--- src/rtl/hazard_pkg.sv ---
// Shared definitions for the hazard scoreboard.
// Provides default register-address and countdown widths, the x0 index, and the
// latency-class encoding used to pick the scoreboard value for an issuing instruction.
package hazard_pkg;

  localparam int unsigned REG_AW_DEFAULT = 5;
  localparam int unsigned LAT_W_DEFAULT  = 4;
  localparam int unsigned REG_X0         = 0;

  typedef enum logic [1:0] {
    LAT_NONE = 2'd0,
    LAT_LOAD = 2'd1,
    LAT_MDU  = 2'd2
  } lat_class_e;

  // Load wins if both flags are set; that combination is illegal upstream.
  function automatic lat_class_e lat_class(input logic is_load, input logic is_muldiv);
    if (is_load) return LAT_LOAD;
    if (is_muldiv) return LAT_MDU;
    return LAT_NONE;
  endfunction

endpackage

--- src/rtl/hazard_sb_entry.sv ---
// One scoreboard countdown.
// Ports:
//   clk, rst  - clock, asynchronous active-high reset
//   load      - overwrite the count with load_val (wins over decrement)
//   load_val  - value loaded on issue
//   count     - cycles remaining
//   busy      - count is nonzero
module hazard_sb_entry #(
  parameter int unsigned LAT_W = 4
) (
  input  logic             clk,
  input  logic             rst,
  input  logic             load,
  input  logic [LAT_W-1:0] load_val,
  output logic [LAT_W-1:0] count,
  output logic             busy
);

  logic [LAT_W-1:0] count_q;

  // Decrement saturates at zero so an idle entry stays idle.
  always_ff @(posedge clk or posedge rst) begin
    if (rst) begin
      count_q <= '0;
    end else if (load) begin
      count_q <= load_val;
    end else if (count_q != '0) begin
      count_q <= count_q - LAT_W'(1);
    end
  end

  assign count = count_q;
  assign busy  = (count_q != '0);

endmodule

--- src/rtl/hazard_scoreboard_unit.sv ---
// Countdown-scoreboard hazard unit for the in-order pipeline.
// Tracks pending load and mul/div writes per register and the MDU occupancy, and from
// them derives RAW, WAW and structural stalls for the instruction in ID.
// Ports:
//   clk, rst                     - clock, asynchronous active-high reset
//   id_valid                     - ID holds a real instruction
//   id_rs1/id_rs2, *_used        - source registers and whether they are read
//   id_rd, id_rd_we              - destination register and write enable
//   id_is_load, id_is_muldiv     - latency class of the ID instruction
//   ex_branch_taken              - EX redirects the PC this cycle
//   stall, bubble, flush         - pipeline control
//   mdu_busy                     - MDU occupancy counter nonzero
//   stall_cycles                 - saturating count of stalled cycles
module hazard_scoreboard_unit
  import hazard_pkg::*;
#(
  parameter int unsigned REG_AW   = REG_AW_DEFAULT,
  parameter int unsigned LAT_W    = LAT_W_DEFAULT,
  parameter int unsigned LOAD_LAT = 1,
  parameter int unsigned MDU_LAT  = 4,
  parameter int unsigned PERF_W   = 32
) (
  input  logic              clk,
  input  logic              rst,
  input  logic              id_valid,
  input  logic [REG_AW-1:0] id_rs1,
  input  logic [REG_AW-1:0] id_rs2,
  input  logic              id_rs1_used,
  input  logic              id_rs2_used,
  input  logic [REG_AW-1:0] id_rd,
  input  logic              id_rd_we,
  input  logic              id_is_load,
  input  logic              id_is_muldiv,
  input  logic              ex_branch_taken,
  output logic              stall,
  output logic              bubble,
  output logic              flush,
  output logic              mdu_busy,
  output logic [PERF_W-1:0] stall_cycles
);

  localparam int unsigned NREGS = 2 ** REG_AW;

  logic [LAT_W-1:0] sb [NREGS];
  logic [LAT_W-1:0] mdu_cnt;
  logic             mdu_nz;
  logic             raw_hit, waw_hit, struct_hit;
  logic             issue, rd_issue, mdu_issue;
  lat_class_e       cls;
  logic [LAT_W-1:0] issue_lat;
  logic [PERF_W-1:0] stall_cycles_q;

  // x0 never has a pending write, so it can never raise a hazard.
  assign sb[REG_X0] = '0;

  always_comb begin
    raw_hit    = (id_rs1_used && (sb[id_rs1] != '0)) || (id_rs2_used && (sb[id_rs2] != '0));
    waw_hit    = id_rd_we && (sb[id_rd] != '0);
    struct_hit = id_is_muldiv && mdu_nz;
  end

  // Flush kills the ID instruction, so it neither stalls nor issues.
  assign flush  = ex_branch_taken && !rst;
  assign stall  = !rst && id_valid && !ex_branch_taken && (raw_hit || waw_hit || struct_hit);
  assign bubble = stall;
  assign issue  = id_valid && !stall && !ex_branch_taken;

  always_comb begin
    cls = lat_class(id_is_load, id_is_muldiv);
    case (cls)
      LAT_LOAD: issue_lat = LAT_W'(LOAD_LAT);
      LAT_MDU:  issue_lat = LAT_W'(MDU_LAT);
      default:  issue_lat = '0;
    endcase
  end

  assign rd_issue  = issue && id_rd_we && (id_rd != REG_AW'(REG_X0)) && (cls != LAT_NONE);
  assign mdu_issue = issue && id_is_muldiv;

  for (genvar r = 1; r < NREGS; r++) begin : g_sb
    logic entry_busy;
    hazard_sb_entry #(
      .LAT_W(LAT_W)
    ) u_entry (
      .clk      (clk),
      .rst      (rst),
      .load     (rd_issue && (id_rd == REG_AW'(r))),
      .load_val (issue_lat),
      .count    (sb[r]),
      .busy     (entry_busy)
    );
  end

  hazard_sb_entry #(
    .LAT_W(LAT_W)
  ) u_mdu_cnt (
    .clk      (clk),
    .rst      (rst),
    .load     (mdu_issue),
    .load_val (LAT_W'(MDU_LAT)),
    .count    (mdu_cnt),
    .busy     (mdu_nz)
  );

  assign mdu_busy = mdu_nz && !rst;

  always_ff @(posedge clk or posedge rst) begin
    if (rst) begin
      stall_cycles_q <= '0;
    end else if (stall && (stall_cycles_q != '1)) begin
      stall_cycles_q <= stall_cycles_q + PERF_W'(1);
    end
  end

  assign stall_cycles = stall_cycles_q;

endmodule

--- config.mk ---
export PLATFORM = sky130hd
export DESIGN_NAME = hazard_scoreboard_unit
export DESIGN_NICKNAME = d
export VERILOG_FILES = /design/src/rtl/hazard_pkg.sv /design/src/rtl/hazard_sb_entry.sv /design/src/rtl/hazard_scoreboard_unit.sv
export SDC_FILE = /design/constraint.sdc
export NUM_CORES = 1
export LEC_CHECK = 0
export CAP_MARGIN = 0
export CORE_UTILIZATION = 55
export CTS_CLUSTER_DIAMETER = 150
export DETAILED_ROUTE_END_ITERATION = 8
export PLACE_DENSITY = 0.74
export SLEW_MARGIN = 10
export SYNTH_ARGS = -nofsm -noshare
export SYNTH_HDL_FRONTEND = slang
export SYNTH_SLANG_ARGS = --single-unit
--- constraint.sdc ---
create_clock -name clk -period 9.1 [get_ports clk]
set_clock_uncertainty 0.15 [all_clocks]
set_input_delay 0.91 -clock clk [delete_from_list [all_inputs] [get_ports clk]]
set_output_delay 0.91 -clock clk [all_outputs]
set_load 0.005 [all_outputs]
==> results of run 1 <==
-- worst register-to-register path, stage by stage, from the launching register on --
cell and delay, ns:
sky130_fd_sc_hd__dfrtp_1 0.42, sky130_fd_sc_hd__nor4_1 0.66, sky130_fd_sc_hd__mux2i_1 0.19, sky130_fd_sc_hd__a311o_1 0.39, sky130_fd_sc_hd__o311ai_0 0.35, sky130_fd_sc_hd__and4b_1 0.29
sky130_fd_sc_hd__a211oi_4 0.25, sky130_fd_sc_hd__buf_4 0.74, sky130_fd_sc_hd__and4bb_2 0.51, sky130_fd_sc_hd__mux2i_1 0.22
-- per-stage QoR --
step / utilization (%) / worst slack, ns / cell area (um2)
5_1_grt: 63.5 / 3.75 / 12000
2_1_floorplan: - / 2.10 / 10600
3_5_place_dp: 60.5 / 3.87 / 11400
4_1_cts: 63.5 / 3.92 / 12000
3_3_place_gp: 60.5 / 3.94 / 11400
6_report: 63.5 / 3.91 / 12000
-- synth_stat cells (20+ instances only) --
library cell                 n  area [um2]
sky130_fd_sc_hd__nor4_1     44         275
sky130_fd_sc_hd__dfrtp_1   160        4000
sky130_fd_sc_hd__nand2_1    51         191
sky130_fd_sc_hd__mux2i_1    66         661
sky130_fd_sc_hd__nand2b_1   24         150
sky130_fd_sc_hd__clkbuf_1   20        75.1
sky130_fd_sc_hd__nor2_1    115         432
sky130_fd_sc_hd__nand3_1    35         175
sky130_fd_sc_hd__o21ai_0    20         100
sky130_fd_sc_hd__ha_1       64         801
sky130_fd_sc_hd__a21oi_1    58         290
sky130_fd_sc_hd__xor2_1     30         263
sky130_fd_sc_hd__a211oi_1   26         195
sky130_fd_sc_hd__inv_1      97         364
sky130_fd_sc_hd__nor3_1     64         320
sky130_fd_sc_hd__mux2_2     27         304
sky130_fd_sc_hd__or3_1      42         263
sky130_fd_sc_hd__and3_1     28         175
sky130_fd_sc_hd__xnor2_1    33         289
-- kinds of logic (layout without fill, tap and decap cells) --
| group | after synthesis | after routing | share of synthesized area (%) |
|---|---|---|---|
| AO/OA/AOI/OAI | 147 | 147 | 9.02 |
| XOR/XNOR | 63 | 63 | 5.20 |
| adder cells (fa/ha/maj) | 64 | 64 | 7.55 |
| buffers and inverters | 139 | 197 | 5.44 |
| flip-flops | 160 | 160 | 37.7 |
| multiplexers | 108 | 108 | 11.9 |
| AND/OR/NAND/NOR | 467 | 467 | 23.2 |
-- worst min-delay path by stage --
stage / endpoint / slack [ns] / depth (start not counted) / from
after floorplan: stall_cycles[29] / 0.33 / 1 / stall_cycles[29]
after global placement: stall_cycles[27] / 0.33 / 1 / stall_cycles[27]
after detailed placement: stall_cycles[7] / 0.33 / 1 / stall_cycles[7]
after CTS: stall_cycles[7] / 0.34 / 1 / stall_cycles[7]
after global routing: stall_cycles[31] / 0.37 / 1 / stall_cycles[31]
final: stall_cycles[27] / 0.34 / 1 / stall_cycles[27]
-- sequential cells by signal, indices dropped and copies added (netlist names) --
register / cells
u_mdu_cnt.count: 4
stall_cycles: 32
g_sb.u_entry.count: 124
-- metal layers --
| metal | track usage, % | vias up |
|---|---|---|
| li1 | - | 4205 |
| met1 | 36.0 | 4249 |
| met2 | 43.8 | 268 |
| met3 | 4.65 | 43 |
| met4 | 9.27 | 0 |
| met5 | 0 | - |
-- report_power, final --
| part | total [W] | switching, W | internal [W] |
|---|---|---|---|
| combinational | 0.00155 | 0.000790 | 0.000760 |
| clock | 0.000709 | 0.000305 | 0.000404 |
| sequential | 0.00142 | 0.000384 | 0.00103 |
| total | 0.00367 | 0.00148 | 0.00219 |
-- final cells by class --
class                   count  area [um2]
multi-input cells         849        6030
repair buffers             68         658
clock inverters            13         139
fillers                  1577        6870
clock buffers              18         429
inverters                  98         373
flip-flops and latches    160        4000
well taps                 260         325
==> results by group, run 1 <==
Global route
  – Overflow left after global routing: 0
  – Pin count of the biggest net entering global routing: 84
  – Number of antenna violations at the first check in global routing: 0
  – First-pass GRT wire length: 41700 um
  – Via count of the first global-routing pass: 8309
  – Global routing usage summed across all routing layers: 26.8%

Detailed routing
  – Vias per cell: 5.98
  – Top layer used by detailed routing: met4
  – DRT Pass-1 Iters: 5
  – Post-DR wirelength/cell: 17.3 um
  – Count of unresolved DRC violations after routing: 0
  – Met3 Wirelength: 1600 um
  – 1st-iter DRT viols: 670
  – Antenna Violating Nets Remaining: 0
  – Routed metal-1 wirelength: 11300 um
  – Final wirelength: 25300 um
  – Vias: 8765
  – WL met2: 11900 um

STA
  – Transition at the pin with the smallest max-transition slack: 1.04 ns
  – Worst hold margin: 0.343 ns
  – Fmax: 0.193 GHz
  – Fin crit period: 5.19 ns
  – Sum Neg Setup Slack: 0 ns
  – Max-slew violation count: 0
  – Tightest slew margin relative to the limit: 30.3%
  – RSZ-0062 raised after global routing: false
  – Hold violation total from the final report: 0
  – # setup viols final: 0
  – Final period util: 57.1%

Yosys
  – Sequential element share of the synthesized area: 37.7%
  – Number of enable flip-flop cells after synthesis: 0
  – Net Count, Synth: 1236
  – Yosys cell types: 59
  – Synth warn: 0
  – Synthesized instance count: 1148
  – Mapped cell area: 10600 um2
  – Proportion of synthesized flip-flops having asynchronous set or reset: 100%
  – Synth Register Bits: 160
  – Synth Area per Inst: 9.24 um2
  – Most instantiated flip-flop cell in the synthesis netlist: sky130_fd_sc_hd__dfrtp_1

Final layout
  – Share of final-layout standard cells stronger than drive strength 1: 7.38%
  – Layout area overhead: 12.7%
  – Net count of the finished layout: 1282
  – Most common cell after layout, fill and taps aside: sky130_fd_sc_hd__dfrtp_1
  – Final Non-Filler Cells: 1466
  – Antenna diode count: 0
  – Most frequent cells in the layout: 160 x sky130_fd_sc_hd__dfrtp_1, 115 x sky130_fd_sc_hd__nor2_1, 96 x sky130_fd_sc_hd__inv_1

Placement
  – Routability congestion estimate from global placement: 0.910
  – Count of input and output buffers: 59
  – Cell count after placement: 1435
  – Post-detailed-placement half-perimeter wirelength: 17700 um

Critical path
  – Reg-to-reg slack, setup: 4.86 ns
  – Critical path depth in cells: 8
  – Number of buffers and inverters on the critical path: 2
  – Library cell contributing the largest single delay on the critical path: sky130_fd_sc_hd__clkdlybuf4s50_1
  – Required time of the critical path: 8.04 ns
  – Critical path peak fanout: 24
  – Worst stage delay on the critical path: 1.04 ns
  – Worst flop-to-flop path startpoint: g_sb[15].u_entry.count[0]
  – Worst Path Arrival: 4.13 ns
  – Most used cell, CP: sky130_fd_sc_hd__clkdlybuf4s50_1
  – CP Capture Point: bubble
  – Cells traversed along the worst timing path: clkdlybuf4s50_1, mux4_2, nor4_1, o22a_1, a41oi_1, a211oi_4, nor2_1, clkdlybuf4s50_1
  – Top cell family by delay on the critical path: buffers and inverters
  – Critical path type: in2out
  – Launch point of the critical path: id_rd[0]
  – Kind of end point of the critical path: primary output
  – Reg-to-reg endpoint: g_sb[3].u_entry.count[0]
  – FF-to-FF path depth: 9
  – Startpoint type of the worst setup path: input pin

Clocking
  – Number of buffers inserted during clock tree synthesis: 17
  – CTS H-tree lvls: 4
  – Worst-path clk slew: 0.07 ns
  – Hold-fix buffer count after cts: 0
  – Clock Latency Late Sink: 0.44 ns
  – Worst-case clock buffer depth: 2
  – Clock root buffer: sky130_fd_sc_hd__clkbuf_16
  – Post-CTS setup repair buffer count: 0
  – Resized Gates After CTS: 0
  – TritonCTS clock tree: yes
  – TritonCTS sink count: 160

Status
  – Run status: completed

Floorplan
  – Row count: 50
  – Initial Utilization: 56.3%
  – Core ar.: 18800 um2
  – Die span in x: 141 um
  – Die area: 19800 um2
  – Height of the die: 141 um
  – Top-Level Pins: 60

Power and ir drop
  – Power, Total: 0.00367 W
  – Largest voltage drop on the vdd net: 0.180 mV
  – Power per standard cell area: 307 nW/um2
  – Leakage power figure: 5.50 nW

Worst hold path
  – Type of the most critical hold path: reg2reg

Job
  – Number of maximum-capacitance constraint violations: 0
Power figures use the tool's default switching activity.
==> inputs of run 2 (changes only) <==
==> constraint.sdc (replaced) <==
create_clock -name clk -period 5.15 [get_ports clk]
set_clock_uncertainty 0.15 [all_clocks]
set_input_delay 0.515 -clock clk [delete_from_list [all_inputs] [get_ports clk]]
set_output_delay 0.515 -clock clk [all_outputs]
set_load 0.005 [all_outputs]
==> run 2 against run 1 <==
Global-route usage grew 0.43 points; combinational power increased by 79%; non-clock buffer count is 3 higher; design area rose by 1.3%; sequential share of layout area down 0.42 points; sequential power increased by 77%; critical endpoint unchanged.
==> results by group, run 2 (synthesis results as in run 1) <==
Floorplan
  – Initial Utilization: 56.3% (unchanged)
  – Die area: 19800 um2 (unchanged)
  – Row count: 50 (unchanged)
  – Height of the die: 141 um (unchanged)
  – Die span in x: 141 um (unchanged)
  – Core ar.: 18800 um2 (unchanged)
  – Top-Level Pins: 60 (unchanged)

Clocking
  – Clock root buffer: sky130_fd_sc_hd__clkbuf_16
  – TritonCTS clock tree: yes
  – CTS H-tree lvls: 4 (unchanged)
  – Worst-path clk slew: 0.06 ns (about the same)
  – Resized Gates After CTS: 0 (unchanged)
  – Clock Latency Late Sink: 0.43 ns (about the same)
  – Post-CTS setup repair buffer count: 0 (unchanged)
  – Worst-case clock buffer depth: 2 (unchanged)
  – Number of buffers inserted during clock tree synthesis: 17 (unchanged)
  – Hold-fix buffer count after cts: 0 (unchanged)
  – TritonCTS sink count: 160 (unchanged)

STA
  – Worst hold margin: 0.352 ns (+0.00942 ns)
  – Max-slew violation count: 0 (unchanged)
  – Hold violation total from the final report: 0 (unchanged)
  – Transition at the pin with the smallest max-transition slack: 1.07 ns (+0.0347 ns)
  – # setup viols final: 0 (unchanged)
  – RSZ-0062 raised after global routing: false
  – Sum Neg Setup Slack: 0 ns (unchanged)
  – Tightest slew margin relative to the limit: 27.9% (-2.3 points)
  – Fmax: 0.230 GHz
  – Final period util: 84.4%
  – Fin crit period: 4.35 ns

Global route
  – Via count of the first global-routing pass: 8491 (+2.2%)
  – Overflow left after global routing: 0 (unchanged)
  – First-pass GRT wire length: 42400 um (+1.7%)
  – Pin count of the biggest net entering global routing: 60 (-29%)
  – Global routing usage summed across all routing layers: 27.2% (+0.43 points)
  – Number of antenna violations at the first check in global routing: 0 (unchanged)

Placement
  – Count of input and output buffers: 59 (unchanged)
  – Routability congestion estimate from global placement: 0.923 (+1.5%)
  – Post-detailed-placement half-perimeter wirelength: 18000 um (+1.8%)

Detailed routing
  – Post-DR wirelength/cell: 17.4 um (+1.0%)
  – Top layer used by detailed routing: met4
  – DRT Pass-1 Iters: 5 (unchanged)
  – Final wirelength: 25600 um (+1.3%)
  – Met3 Wirelength: 1830 um (+14%)
  – Vias per cell: 5.95 (-0.52%)
  – Routed metal-1 wirelength: 11400 um (+0.74%)
  – Antenna Violating Nets Remaining: 0 (unchanged)
  – Count of unresolved DRC violations after routing: 0 (unchanged)
  – Vias: 8743 (-0.25%)
  – WL met2: 11800 um (-0.58%)
  – 1st-iter DRT viols: 729 (+8.8%)

Power and ir drop
  – Largest voltage drop on the vdd net: 0.293 mV (+63%)
  – Power per standard cell area: 559 nW/um2 (+82%)
  – Power, Total: 0.00677 W (+84%)
  – Leakage power figure: 5.57 nW (+1.2%)

Critical path
  – Startpoint type of the worst setup path: input pin
  – Critical path peak fanout: 16 (-33%)
  – Critical path type: in2out
  – Worst Path Arrival: 3.68 ns (-0.45 ns)
  – Kind of end point of the critical path: primary output
  – Required time of the critical path: 4.49 ns (-3.55 ns)

Final layout
  – Antenna diode count: 0 (unchanged)
  – Number of flip-flops under the largest register name: 124 (unchanged)
  – Layout area overhead: 14.2%
  – Share of final-layout standard cells stronger than drive strength 1: 7.69% (+0.31 points)
  – Most frequent cells in the layout: 160 x sky130_fd_sc_hd__dfrtp_1, 115 x sky130_fd_sc_hd__nor2_1, 96 x sky130_fd_sc_hd__inv_1
  – Net count of the finished layout: 1285 (+0.23%)
  – Most common cell after layout, fill and taps aside: sky130_fd_sc_hd__dfrtp_1

Worst hold path
  – Type of the most critical hold path: reg2reg

Job
  – Number of maximum-capacitance constraint violations: 0 (unchanged)

Status
  – Run status: completed
## run 2: cell types whose count changed in the layout (fill, tap and decap cells not counted), sizes merged
cell,previous run,this run
clkinv,7,3
bufinv,2,7
clkinvlp,1,2
clkbuf,18,19
inv,101,99
buf,9,12
## run 2: layout make-up
cell class	count	area, um2
Clock inverter	13	256
Clock buffer	19	443
Timing Repair Buffer	71	681
Tap cell	260	325
Multi-Input combinational cell	849	6030
Sequential cell	160	4000
Fill cell	1522	6720
Inverter	98	372
## run 2: path summary, 6_finish.rpt
path | start | endpoint | slack, ns | depth (start not counted)
setup / recovery | id_rs2[1] | bubble | 0.80 | 9
hold / removal | stall_cycles[7] | stall_cycles[7] | 0.35 | 1
setup reg to reg | g_sb[7].u_entry.count[0] | g_sb[28].u_entry.count[0] | 1.32 | 9
hold reg to reg | stall_cycles[7] | stall_cycles[7] | 0.35 | 1
max in group asynchronous | rst | g_sb[18].u_entry.count[3] | 2.79 | 4
min in group asynchronous | rst | g_sb[11].u_entry.count[3] | 0.42 | 2
## run 2: worst max-delay path: stages
cell	delay [ns]
sky130_fd_sc_hd__clkdlybuf4s50_1	0.79
sky130_fd_sc_hd__inv_2	0.29
sky130_fd_sc_hd__mux4_2	0.51
sky130_fd_sc_hd__nand2b_1	0.17
sky130_fd_sc_hd__a311oi_1	0.29
sky130_fd_sc_hd__and4_4	0.30
sky130_fd_sc_hd__a211oi_4	0.06
sky130_fd_sc_hd__nor2_1	0.21
sky130_fd_sc_hd__clkdlybuf4s50_1	0.54
## run 2: routing by layer
layer,vias up,global-route usage (%)
li1,4199,-
met1,4193,36.9
met2,305,43.2
met3,46,5.54
met4,0,10.1
met5,-,0
## run 2: power breakdown
group / internal [W] / switching, W / total, W
sequential: 0.00182 / 0.000688 / 0.00251
clock: 0.000975 / 0.000520 / 0.00150
combinational: 0.00134 / 0.00143 / 0.00277
total: 0.00414 / 0.00264 / 0.00677
## run 2: metrics by stage
step / util (%) / area [um2] / worst slack (ns) / cells
6_report: 64.3 / 12100 / 0.803 / 1470
3_3_place_gp: 60.6 / 11400 / 0.921 / 1438
5_1_grt: 64.3 / 12100 / 0.671 / 1470
3_5_place_dp: 60.6 / 11400 / 0.883 / 1438
4_1_cts: 64.3 / 12100 / 0.836 / 1470
2_1_floorplan: - / 10600 / 0.391 / 1148
==> inputs of run 3 (changes only) <==
--- a/config.mk
+++ b/config.mk
@@ -9,7 +9,7 @@
 export CORE_UTILIZATION = 55
 export CTS_CLUSTER_DIAMETER = 150
 export DETAILED_ROUTE_END_ITERATION = 8
-export PLACE_DENSITY = 0.74
+export PLACE_DENSITY = 0.77
 export SLEW_MARGIN = 10
 export SYNTH_ARGS = -nofsm -noshare
 export SYNTH_HDL_FRONTEND = slang
==> constraint.sdc (replaced) <==
create_clock -name clk -period 3.86 [get_ports clk]
set_clock_uncertainty 0.15 [all_clocks]
set_input_delay 0.386 -clock clk [delete_from_list [all_inputs] [get_ports clk]]
set_output_delay 0.386 -clock clk [all_outputs]
set_load 0.005 [all_outputs]
==> run 3 against run 2 <==
Setup slack lost 0.73 ns; utilization grew 3.2 points; power grew 34%; register-to-register slack lost 0.93 ns; wire length grew 1.7%; hold slack lost 0.016 ns; via count grew 2.1%; first-iteration DRC count shrank 14%; global-route usage grew 1.1 points; sequential share of layout area shrank 1.6 points; design area grew 5.0%; clock power grew 14%.
==> results by group, run 3 (synthesis results as in run 1) <==
Status
  – Run status: completed

Final layout
  – Number of flip-flops under the largest register name: 124 (unchanged)
  – Layout area overhead: 19.8%
  – Net count of the finished layout: 1321 (+2.8%)
  – Most frequent cells in the layout: 160 x sky130_fd_sc_hd__dfrtp_1, 114 x sky130_fd_sc_hd__nor2_1, 96 x sky130_fd_sc_hd__inv_1
  – Fin area: 12700 um2 (+5.0%)
  – Final Non-Filler Cells: 1506 (+2.4%)
  – FILL cells: 1499 (-1.5%)
  – Most common cell after layout, fill and taps aside: sky130_fd_sc_hd__dfrtp_1
  – Share of final-layout standard cells stronger than drive strength 1: 15.1% (+7.4 points)

STA
  – Tightest slew margin relative to the limit: 36.4% (+8.5 points)
  – Final period util: 98.0%
  – Fmax: 0.264 GHz
  – Hold violation total from the final report: 0 (unchanged)
  – Max-slew violation count: 0 (unchanged)
  – Sum Neg Setup Slack: 0 ns (unchanged)
  – Fin crit period: 3.78 ns
  – Transition at the pin with the smallest max-transition slack: 0.953 ns (-0.119 ns)
  – # setup viols final: 0 (unchanged)

Clocking
  – Clock Latency Late Sink: 0.43 ns (about the same)
  – Number of buffers inserted during clock tree synthesis: 17 (unchanged)
  – Hold-fix buffer count after cts: 0 (unchanged)
  – TritonCTS clock tree: yes
  – Worst-path clk slew: 0.06 ns (about the same)
  – CTS H-tree lvls: 4 (unchanged)
  – TritonCTS sink count: 160 (unchanged)
  – Worst-case clock buffer depth: 2 (unchanged)
  – Clock root buffer: sky130_fd_sc_hd__clkbuf_16

Detailed routing
  – 1st-iter DRT viols: 624 (-14%)
  – Vias: 8925 (+2.1%)
  – Vias per cell: 5.93 (-0.36%)
  – Post-DR wirelength/cell: 17.3 um (-0.76%)
  – Count of unresolved DRC violations after routing: 0 (unchanged)
  – Antenna Violating Nets Remaining: 0 (unchanged)
  – Final wirelength: 26100 um (+1.7%)
  – DRT Pass-1 Iters: 4 (-1)

Global route
  – Via count of the first global-routing pass: 8870 (+4.5%)
  – Pin count of the biggest net entering global routing: 74 (+23%)
  – Number of antenna violations at the first check in global routing: 1 (+1)
  – First-pass GRT wire length: 44300 um (+4.4%)
  – Overflow left after global routing: 0 (unchanged)
  – Global routing usage summed across all routing layers: 28.3% (+1.1 points)

Critical path
  – Worst Path Arrival: 3.25 ns (-0.43 ns)
  – Reg-to-reg endpoint: g_sb[28].u_entry.count[0]
  – Critical path peak fanout: 4 (-12)
  – Required time of the critical path: 3.32 ns (-1.17 ns)
  – Reg-to-reg slack, setup: 0.39 ns (-0.93 ns)
  – Startpoint type of the worst setup path: flip-flop
  – Worst flop-to-flop path startpoint: u_mdu_cnt.count[0]
  – Kind of end point of the critical path: primary output
  – FF-to-FF path depth: 13 (+4)
  – Critical path type: reg2out

Placement
  – Routability congestion estimate from global placement: 0.910 (-1.5%)
  – Post-detailed-placement half-perimeter wirelength: 18900 um (+5.3%)
  – Dpl cell area: 12000 um2 (+5.4%)
  – Cell count after placement: 1471 (+2.3%)
  – Count of input and output buffers: 59 (unchanged)

Power and ir drop
  – Power per standard cell area: 713 nW/um2 (+27%)
  – Leakage power figure: 5.79 nW (+3.9%)
  – Largest voltage drop on the vdd net: 0.412 mV (+41%)

Worst hold path
  – Type of the most critical hold path: reg2reg
  – Min-delay src: stall_cycles[29]
  – Min-Delay Path Depth: 1 (unchanged)
  – End point of the worst hold path: stall_cycles[29]

Floorplan
  – Die span in x: 141 um (unchanged)
  – Row count: 50 (unchanged)
  – Die area: 19800 um2 (unchanged)
  – Height of the die: 141 um (unchanged)
  – Core ar.: 18800 um2 (unchanged)
  – Initial Utilization: 56.3% (unchanged)
  – Top-Level Pins: 60 (unchanged)

Job
  – Number of maximum-capacitance constraint violations: 0 (unchanged)
==> run 3: changes by cell type in the layout (fill, tap and decap cells not counted), sizes merged <==
| cell | delta |
|---|---|
| clkinv | +3 |
| bufinv | -4 |
| diode | +1 |
| clkdlybuf4s50 | -2 |
| clkbuf | +2 |
| clkinvlp | -1 |
| buf | +37 |
| inv | -1 |
| dlymetal6s2s | +1 |
==> run 3: final cells by class <==
class / instances / area (um2) / share of cell area [%]
Sequential cell: 160 / 4000 / 31.5
Timing Repair Buffer: 107 / 986 / 7.76
Clock buffer: 21 / 450 / 3.54
Multi-Input combinational cell: 849 / 6440 / 50.6
Clock inverter: 10 / 136 / 1.07
Inverter: 98 / 372 / 2.92
Antenna cell: 1 / 2.50 / 0.0197
Tap cell: 260 / 325 / 2.56
==> run 3: critical path, stage by stage (launching register included) <==
cell and delay [ns]:
sky130_fd_sc_hd__dfrtp_1 0.39, sky130_fd_sc_hd__inv_1 0.07, sky130_fd_sc_hd__ha_2 0.20, sky130_fd_sc_hd__or3b_4 0.41, sky130_fd_sc_hd__and2_1 0.20, sky130_fd_sc_hd__nor4_2 0.21, sky130_fd_sc_hd__o22a_1 0.19, sky130_fd_sc_hd__a41oi_2 0.15
sky130_fd_sc_hd__a211oi_4 0.35, sky130_fd_sc_hd__buf_12 0.15, sky130_fd_sc_hd__nor2_2 0.04, sky130_fd_sc_hd__clkdlybuf4s50_1 0.45
==> run 3: what timing repair did <==
item	in CTS	in global routing
setup buffers	1	2
pin swaps	1	2
resized for setup	3	11
endpoints found under the setup margin	2	2
==> run 3: report_power, final <==
group          internal [W]  switching (W)  leakage (nW)
Combinational       0.00200        0.00199          3.54
Clock               0.00103       0.000680         0.291
Sequential          0.00243       0.000928          1.96
Total               0.00546        0.00360          5.79
==> run 3: worst max-delay path by stage <==
| stage | from | to | slack [ns] | cells past startpoint |
|---|---|---|---|---|
| 2_1_floorplan | rst | stall | -0.54 | 8 |
| 3_3_place_gp | id_rd[0] | bubble | 0.05 | 11 |
| 3_5_place_dp | id_rd[0] | stall | 0.04 | 11 |
| 4_1_cts | g_sb[6].u_entry.count[1] | stall | 0.0002 | 9 |
| 5_1_grt | u_mdu_cnt.count[0] | stall | -0.03 | 11 |
| 6_report | u_mdu_cnt.count[0] | stall | 0.08 | 11 |
==> run 3: routing by layer <==
metal	track usage, %	share of wire (%)	vias to the layer above
met1	38.1	45	4364
li1	-	-	4258
met2	45.9	47	255
met4	10.4	2.4	0
met3	5.10	5.4	48
met5	0	0	-
==> run 3: per-stage QoR <==
| step | hold slack (ns) | util, % | worst slack (ns) | power, W |
|---|---|---|---|---|
| after CTS | 0.337 | 67.1 | 0.000186 | 0.00902 |
| after global placement | 0.324 | 63.9 | 0.0474 | 0.00703 |
| after global routing | 0.356 | 67.5 | -0.0268 | 0.00985 |
| after floorplan | 0.325 | - | -0.542 | 0.00620 |
| after detailed placement | 0.322 | 63.9 | 0.0364 | 0.00724 |
| final | 0.336 | 67.5 | 0.0778 | 0.00906 |
